--- src/rtl/fa_pkg.sv ---
// Shared types for the full-adder result packer: the packed word record and its reset value.
// FA_WIDTH sets the word width that the packer and its FIFO are built around.
package fa_pkg;

    localparam int FA_WIDTH = 8;
    localparam int FA_CNTW  = $clog2(FA_WIDTH + 1);

    typedef struct packed {
        logic [FA_WIDTH-1:0] data;
        logic                cout;
        logic [FA_CNTW-1:0]  bits;
    } fa_word_t;

    localparam fa_word_t FA_WORD_RST = '{data: '0, cout: 1'b0, bits: '0};

endpackage

--- src/rtl/fa_word_fifo.sv ---
// Synchronous FIFO of packed words: push visible at head one cycle later, no bypass.
// Pop when empty is ignored; push when full succeeds only alongside a pop.
module fa_word_fifo
    import fa_pkg::*;
#(
    parameter int DEPTH = 2
) (
    input  logic     clk,
    input  logic     reset_n,
    input  logic     push,
    input  logic     pop,
    input  fa_word_t din,
    output logic     full,
    output logic     empty,
    output fa_word_t head
);

    localparam int AW = $clog2(DEPTH);

    logic [AW:0] wr_ptr;
    logic [AW:0] rd_ptr;
    fa_word_t    mem [DEPTH];
    fa_word_t    hold;
    logic        do_push;
    logic        do_pop;

    assign empty   = (wr_ptr == rd_ptr);
    assign full    = (wr_ptr[AW] != rd_ptr[AW]) && (wr_ptr[AW-1:0] == rd_ptr[AW-1:0]);
    assign do_pop  = pop && !empty;
    assign do_push = push && (!full || do_pop);

    // When empty the head shows the last word handed out, so outputs hold steady.
    assign head = empty ? hold : mem[rd_ptr[AW-1:0]];

    always_ff @(posedge clk or negedge reset_n) begin
        if (!reset_n) begin
            wr_ptr <= '0;
            rd_ptr <= '0;
            hold   <= FA_WORD_RST;
        end else begin
            if (do_push) begin
                wr_ptr <= wr_ptr + 1'b1;
            end
            if (do_pop) begin
                hold   <= mem[rd_ptr[AW-1:0]];
                rd_ptr <= rd_ptr + 1'b1;
            end
        end
    end

    always_ff @(posedge clk) begin
        if (do_push) begin
            mem[wr_ptr[AW-1:0]] <= din;
        end
    end

endmodule

--- src/rtl/fa_result_packer.sv ---
// Packs the adder's sum-bit stream LSB-first into words and queues them; push-to-valid is one cycle.
// The adder cannot stall, so a word arriving at a full FIFO is dropped and flagged in sticky overflow.
module fa_result_packer
    import fa_pkg::*;
#(
    parameter  int WIDTH = FA_WIDTH,
    parameter  int DEPTH = 2,
    localparam int CNTW  = $clog2(WIDTH + 1)
) (
    input  logic             clk,
    input  logic             reset_n,
    input  logic             in_valid,
    input  logic             sum,
    input  logic             cout,
    input  logic             flush,
    input  logic             ovf_clr,
    output logic             word_valid,
    input  logic             word_ready,
    output logic [WIDTH-1:0] word_data,
    output logic             word_cout,
    output logic [CNTW-1:0]  word_bits,
    output logic             overflow
);

    localparam logic [CNTW-1:0] LAST = CNTW'(WIDTH - 1);

    logic [WIDTH-1:0] acc;
    logic [WIDTH-1:0] acc_nxt;
    logic [CNTW-1:0]  bit_cnt;
    logic             last_cout;
    logic             push;
    logic             drop;
    logic             full;
    logic             empty;
    fa_word_t         push_word;
    fa_word_t         head;

    // The incoming bit is always folded in before a flush, so one push covers both.
    always_comb begin
        acc_nxt        = acc;
        push_word      = FA_WORD_RST;
        if (in_valid) begin
            acc_nxt = acc | (WIDTH'(sum) << bit_cnt);
        end
        push           = (in_valid && (bit_cnt == LAST)) ||
                         (flush && (in_valid || (bit_cnt != '0)));
        push_word.data = acc_nxt;
        push_word.cout = in_valid ? cout : last_cout;
        push_word.bits = in_valid ? (bit_cnt + CNTW'(1)) : bit_cnt;
    end

    // Full implies non-empty, so a pop this cycle is exactly word_ready.
    assign drop = push && full && !word_ready;

    always_ff @(posedge clk or negedge reset_n) begin
        if (!reset_n) begin
            acc       <= '0;
            bit_cnt   <= '0;
            last_cout <= 1'b0;
            overflow  <= 1'b0;
        end else begin
            if (push) begin
                acc     <= '0;
                bit_cnt <= '0;
            end else if (in_valid) begin
                acc     <= acc_nxt;
                bit_cnt <= bit_cnt + CNTW'(1);
            end
            if (in_valid) begin
                last_cout <= cout;
            end
            if (drop) begin
                overflow <= 1'b1;
            end else if (ovf_clr) begin
                overflow <= 1'b0;
            end
        end
    end

    fa_word_fifo #(
        .DEPTH (DEPTH)
    ) u_fifo (
        .clk     (clk),
        .reset_n (reset_n),
        .push    (push),
        .pop     (word_ready),
        .din     (push_word),
        .full    (full),
        .empty   (empty),
        .head    (head)
    );

    assign word_valid = !empty;
    assign word_data  = head.data;
    assign word_cout  = head.cout;
    assign word_bits  = head.bits;

endmodule

--- config.mk ---
export PLATFORM = sky130hd
export DESIGN_NAME = fa_result_packer
export DESIGN_NICKNAME = d
export VERILOG_FILES = /design/src/rtl/fa_pkg.sv /design/src/rtl/fa_word_fifo.sv /design/src/rtl/fa_result_packer.sv
export SDC_FILE = /design/constraint.sdc
export NUM_CORES = 1
export LEC_CHECK = 0
export CAP_MARGIN = 20
export CORE_MARGIN = 3
export CORE_UTILIZATION = 35
export CTS_CLUSTER_SIZE = 40
export DETAILED_ROUTE_END_ITERATION = 10
export GPL_ROUTABILITY_DRIVEN = 0
export GPL_TIMING_DRIVEN = 0
export PLACE_DENSITY_LB_ADDON = 0.1
export SETUP_SLACK_MARGIN = 0.05
export SLEW_MARGIN = 20
export SYNTH_ARGS = -nofsm -noshare
export SYNTH_HDL_FRONTEND = slang
export SYNTH_SLANG_ARGS = --single-unit
--- constraint.sdc ---
create_clock -name clk -period 2.3 [get_ports clk]
set_clock_uncertainty 0.05 [all_clocks]
set_input_delay 0.46 -clock clk [delete_from_list [all_inputs] [get_ports clk]]
set_output_delay 0.46 -clock clk [all_outputs]
set_load 0.1 [all_outputs]
Word-level counts from Yosys, hierarchy flattened --
Memory sizes are Yosys's and may differ from the RTL's. Index checks and enable logic that the tools add are counted. Widths: inputs -> output; s select.
Storage, ports and cells: register bits after elaboration 31, RAM bits 26, input port bits 8, output and inout bits 15, word-level logic and storage cells 46, memories kept 1
Operators by class: $add $sub $neg 3, equality and inequality tests 4, shifts and indexed selects 1, mux-type cells 11, bitwise logic cells 1, reduce and logical (&&, ||, !) cells 16
Memory list:
- u_fifo.mem | depth 2, width 13, read ports 1, clocked after memory_dff 0, wr ports 1, RTL line fa_word_fifo.sv:22 | fa_word_t mem [DEPTH];
Operators by type and width (number):
- $mux 8 | 3
- $mux 13 | 1
- $mux 4 | 2
- $or 8x8->8 | 1
- $shl 1x4->8 | 1
- $logic_and 1x1->1 | 7
- $mux 1 | 5
- $add 2x1->2 const B | 2
- $add 4x1->4 const B | 1
- $eq 4x3->1 const B | 1
- $reduce_bool 2->1 | 2
- $reduce_bool 4->1 | 1
- $logic_not 1->1 | 3
- $logic_or 1x1->1 | 3
- $eq 2x2->1 | 1
- $eq 1x1->1 | 1
- $ne 1x1->1 | 1

Longest topological paths before layout --
depth in word-level cells 7, gate-level depth with buffers 7, gate-level depth less buffers 6

Cells and area by module --
From an unflattened synthesis, not the netlist that was laid out.
Second synthesis, totals: cell total of the unflattened synthesis 169, area total of the unflattened synthesis 2620.0 µm²
By module, submodules not included:
- fa_word_fifo | instances 1, cells each 105, area an instance 1891.8 µm², sequential area each 1206.2 µm²
- fa_result_packer | instances 1, cells each 64, area an instance 728.2 µm², sequential area each 350.3 µm²

Worst setup path before layout --
No wires, ideal clock.
path type register to output, start point reg u_fifo.rd_ptr[0], end point out word_bits[2], data arrival time 2712 ps, required time 1790 ps, path slack -922 ps, stages on the path, launching flop included 7, buffers on the path 3, cells stage by stage dfrtp_1 > buf_6 > xor2_2 > or2_1 > buf_6 > buf_6 > a21oi_1
On the way: word-level cells in the longest chain between the ends 2, elaborated cells on any way between the ends 3, classes of those cells eq/ne: 1; mux: 1; memory: 1
RTL lines:
- start, declared | RTL line fa_word_fifo.sv:21 | logic [AW:0] rd_ptr;
- start signal, assigned | RTL line fa_word_fifo.sv:46 | rd_ptr <= rd_ptr + 1'b1;
- $mem_v2 2x13 / $eq 2x2->1 (equally long branches)
- $mux 13 (*) | RTL line fa_word_fifo.sv:33 | assign head = empty ? hold : mem[rd_ptr[AW-1:0]];
- end, declared | RTL line fa_result_packer.sv:21 | output logic [CNTW-1:0] word_bits,
Every way passes the cells marked *; elsewhere a longest branch is shown, timed or not.

Worst setup path after layout --
start point reg u_fifo.wr_ptr[1], end point out word_data[2]
On the way: word-level cells in the longest chain between the ends 2
RTL lines:
- start, declared | RTL line fa_word_fifo.sv:20 | logic [AW:0] wr_ptr;
- start signal, assigned | RTL line fa_word_fifo.sv:42 | wr_ptr <= wr_ptr + 1'b1;
- $eq 2x2->1 | RTL line fa_word_fifo.sv:27 | assign empty = (wr_ptr == rd_ptr);
- $mux 13 | RTL line fa_word_fifo.sv:33
- end, declared | RTL line fa_result_packer.sv:19 | output logic [WIDTH-1:0] word_data,
No other way between the ends.

==> flow_summary.ini <==
[job]
drv_cap = 0

[timing]
worstMarginPinSlew_ns = 0.953
fin_crit_ns = 2.45
slew_viol_final = 0
finalHoldViolCount = 0
setup_slack_ns = -0.148
finalCritPeriodShare_pct = 106
finalSetupViolCount = 14
setup_tns_ns = -1.69
rsz0062_at_grt = true
slew_headroom_pct = 36.7
fmax_mhz = 409

[floorplan]
rows = 29
ios = 23
start_util_pct = 37.5
coreArea_sq_mm = 0.00657
die-area_sq_mm = 0.00807
die_h_um = 89.8
fp.dieW_um = 89.8

[drt]
via_per_inst = 4.73
drc_errors = 0
detail_route.wl_per_cell_um = 15.6
postRouteAntennaNets = 0
drtIter0Drc = 79
vias = 1614
firstDrtPassIters = 4
wl_mm = 5.33

[clock_tree]
cts_tree = done
root_buffer = clkbuf_8
cts.path.max_buffers = 2
clock-sinks = 57
cts_hold_buf = 0
cts_made_buffers = 9
clk_pin_slew_ns = 0.07
htreeDepth = 3
clock_latency_ns = 0.33

[synth]
synth_cell_types = 36
syn_nets = 204
synth_area_per_cell_sq_um = 12.7
ys_seq_area_share_pct = 63.3
synth_edf_count = 26
synth_flop_cell = dfrtp_1
yosys_warnings = 0
synth_seq_cells = 57
synthArstFlopShare_pct = 54.4
synthesis.area_sq_mm = 0.00246
syn_inst = 194

[global_route]
grt_pass1_vias = 1644
grt_overflow = 0
antenna_found_initial = 0
grt_max_degree = 32
grt_pass1_wl_mm = 8.74
grtUsageTotal_pct = 14.0

[run_status]
status = finished, violations left
violations = negative setup slack

[critical_path]
crit_slowest_cell = dfrtp_2
start_kind = flip-flop
cp-end-kind = output port
path_class = reg -> out
critical-path-max-stage-delay_ns = 0.46
cp_data_required_time_ns = 1.79
worstPathMaxFanout = 6
cp_top_family = buffers and inverters
path_cells = xor2_4 -> or2_4 -> buf_12 -> buf_12 -> a21oi_4 -> buf_12
crit_top_cell = buf_12
arrival_ns = 1.94
worst-path-buf-inv = 3

[cells_and_area]
nets = 253
area_growth_pct = 48.7
diodes = 0
drive_gt1_share_pct = 39.5
mostFrequentLayoutCell = dfrtp_1
final_cell_mix = dfrtp_1 (29), edfxtp_1 (26), nand2_1 (19), buf_12 (19), a21oi_4 (14)

[place]
hpwl_mm = 3.42
place.port_buffers = 21

[hold_path]
min_path_type = in -> async
==> synth_stat cells, types with 3 or more instances <==
master	number	area (sq um)
and2_1	6	37.5
nor3b_1	3	22.5
o21ai_0	13	65.1
nand2_1	19	71.3
inv_1	3	11.3
a21o_1	6	45.0
edfxtp_1	26	781
and2b_1	6	45.0
xnor2_1	6	52.6
a21oi_1	13	65.1
dfrtp_1	31	776
mux2i_1	14	140
nor2_1	16	60.1
buf_6	5	56.3
==> stage by stage <==
| stage | cell area (sq um) | utilization, % | hold WS, ns | instances | worst slack [ns] |
|---|---|---|---|---|---|
| after floorplan | 2580 | - | 0.114 | 194 | -0.278 |
| after global placement | 2900 | 44.2 | 0.412 | 308 | -0.726 |
| after detailed placement | 2900 | 44.1 | 0.423 | 308 | -0.755 |
| after CTS | 3540 | 53.9 | 0.159 | 334 | -0.157 |
| after global routing | 3660 | 55.7 | 0.193 | 341 | -0.205 |
| final | 3660 | 55.7 | 0.144 | 341 | -0.148 |
==> cells by family (layout without fill, tap and decap cells) <==
group / count (synthesis) / after routing / synth area share [%]
mux: 16 / 16 / 6.61
flops: 57 / 57 / 63.3
buf+inv: 13 / 67 / 3.81
compound gates: 40 / 40 / 10.0
xor+xnor: 9 / 9 / 3.81
fa+ha+maj: 2 / 2 / 1.02
simple gates: 57 / 57 / 11.4
==> state kept, by name (all words and copies together) (netlist names) <==
name           flops
u_fifo.mem        26
u_fifo.hold       13
acc                8
bit_cnt            4
u_fifo.rd_ptr      2
u_fifo.wr_ptr      2
last_cout          1
overflow           1
==> path summary, 6_finish.rpt <==
path                                   from               end  slack [ns]  depth (start not counted)
max in group asynchronous           reset_n  u_fifo.rd_ptr[1]        1.54                          1
max reg2reg                      bit_cnt[1]  u_fifo.mem[0][6]        0.25                          7
min in group clk                   in_valid         last_cout        0.42                          2
min                                 reset_n   u_fifo.hold[12]        0.14                          1
max                        u_fifo.wr_ptr[1]      word_data[2]       -0.15                          6
min reg2reg                        overflow          overflow        0.43                          2
==> metal layers <==
metal | wire length (um) | global-route usage [%] | part of all wire, % | up-vias
met5 | 0 | 0 | 0 | -
met4 | 76 | 7.15 | 1.4 | 0
met3 | 150 | 3.34 | 2.8 | 8
met2 | 2600 | 21.6 | 49 | 30
met1 | 2510 | 18.3 | 47 | 797
li1 | - | - | - | 779
==> cell type report <==
cell class	instances	area [sq um]
clock inverters	3	37.5
repair buffers	38	542
fillers	513	2910
plain buffers	9	108
flip-flops and latches	57	1560
multi-input cells	124	1110
well taps	93	116
inverters	4	15.0
clock buffers	13	169
==> what timing repair did <==
item,CTS,global route
resized for setup,169,12
setup buffers,8,6
gates cloned,2,1
setup endpoints to repair,41,40
pin swaps,4,6
Power is left out: the tool's default activity adds up to more than one toggle a clock period on the data nets, which glitch-free logic cannot reach.
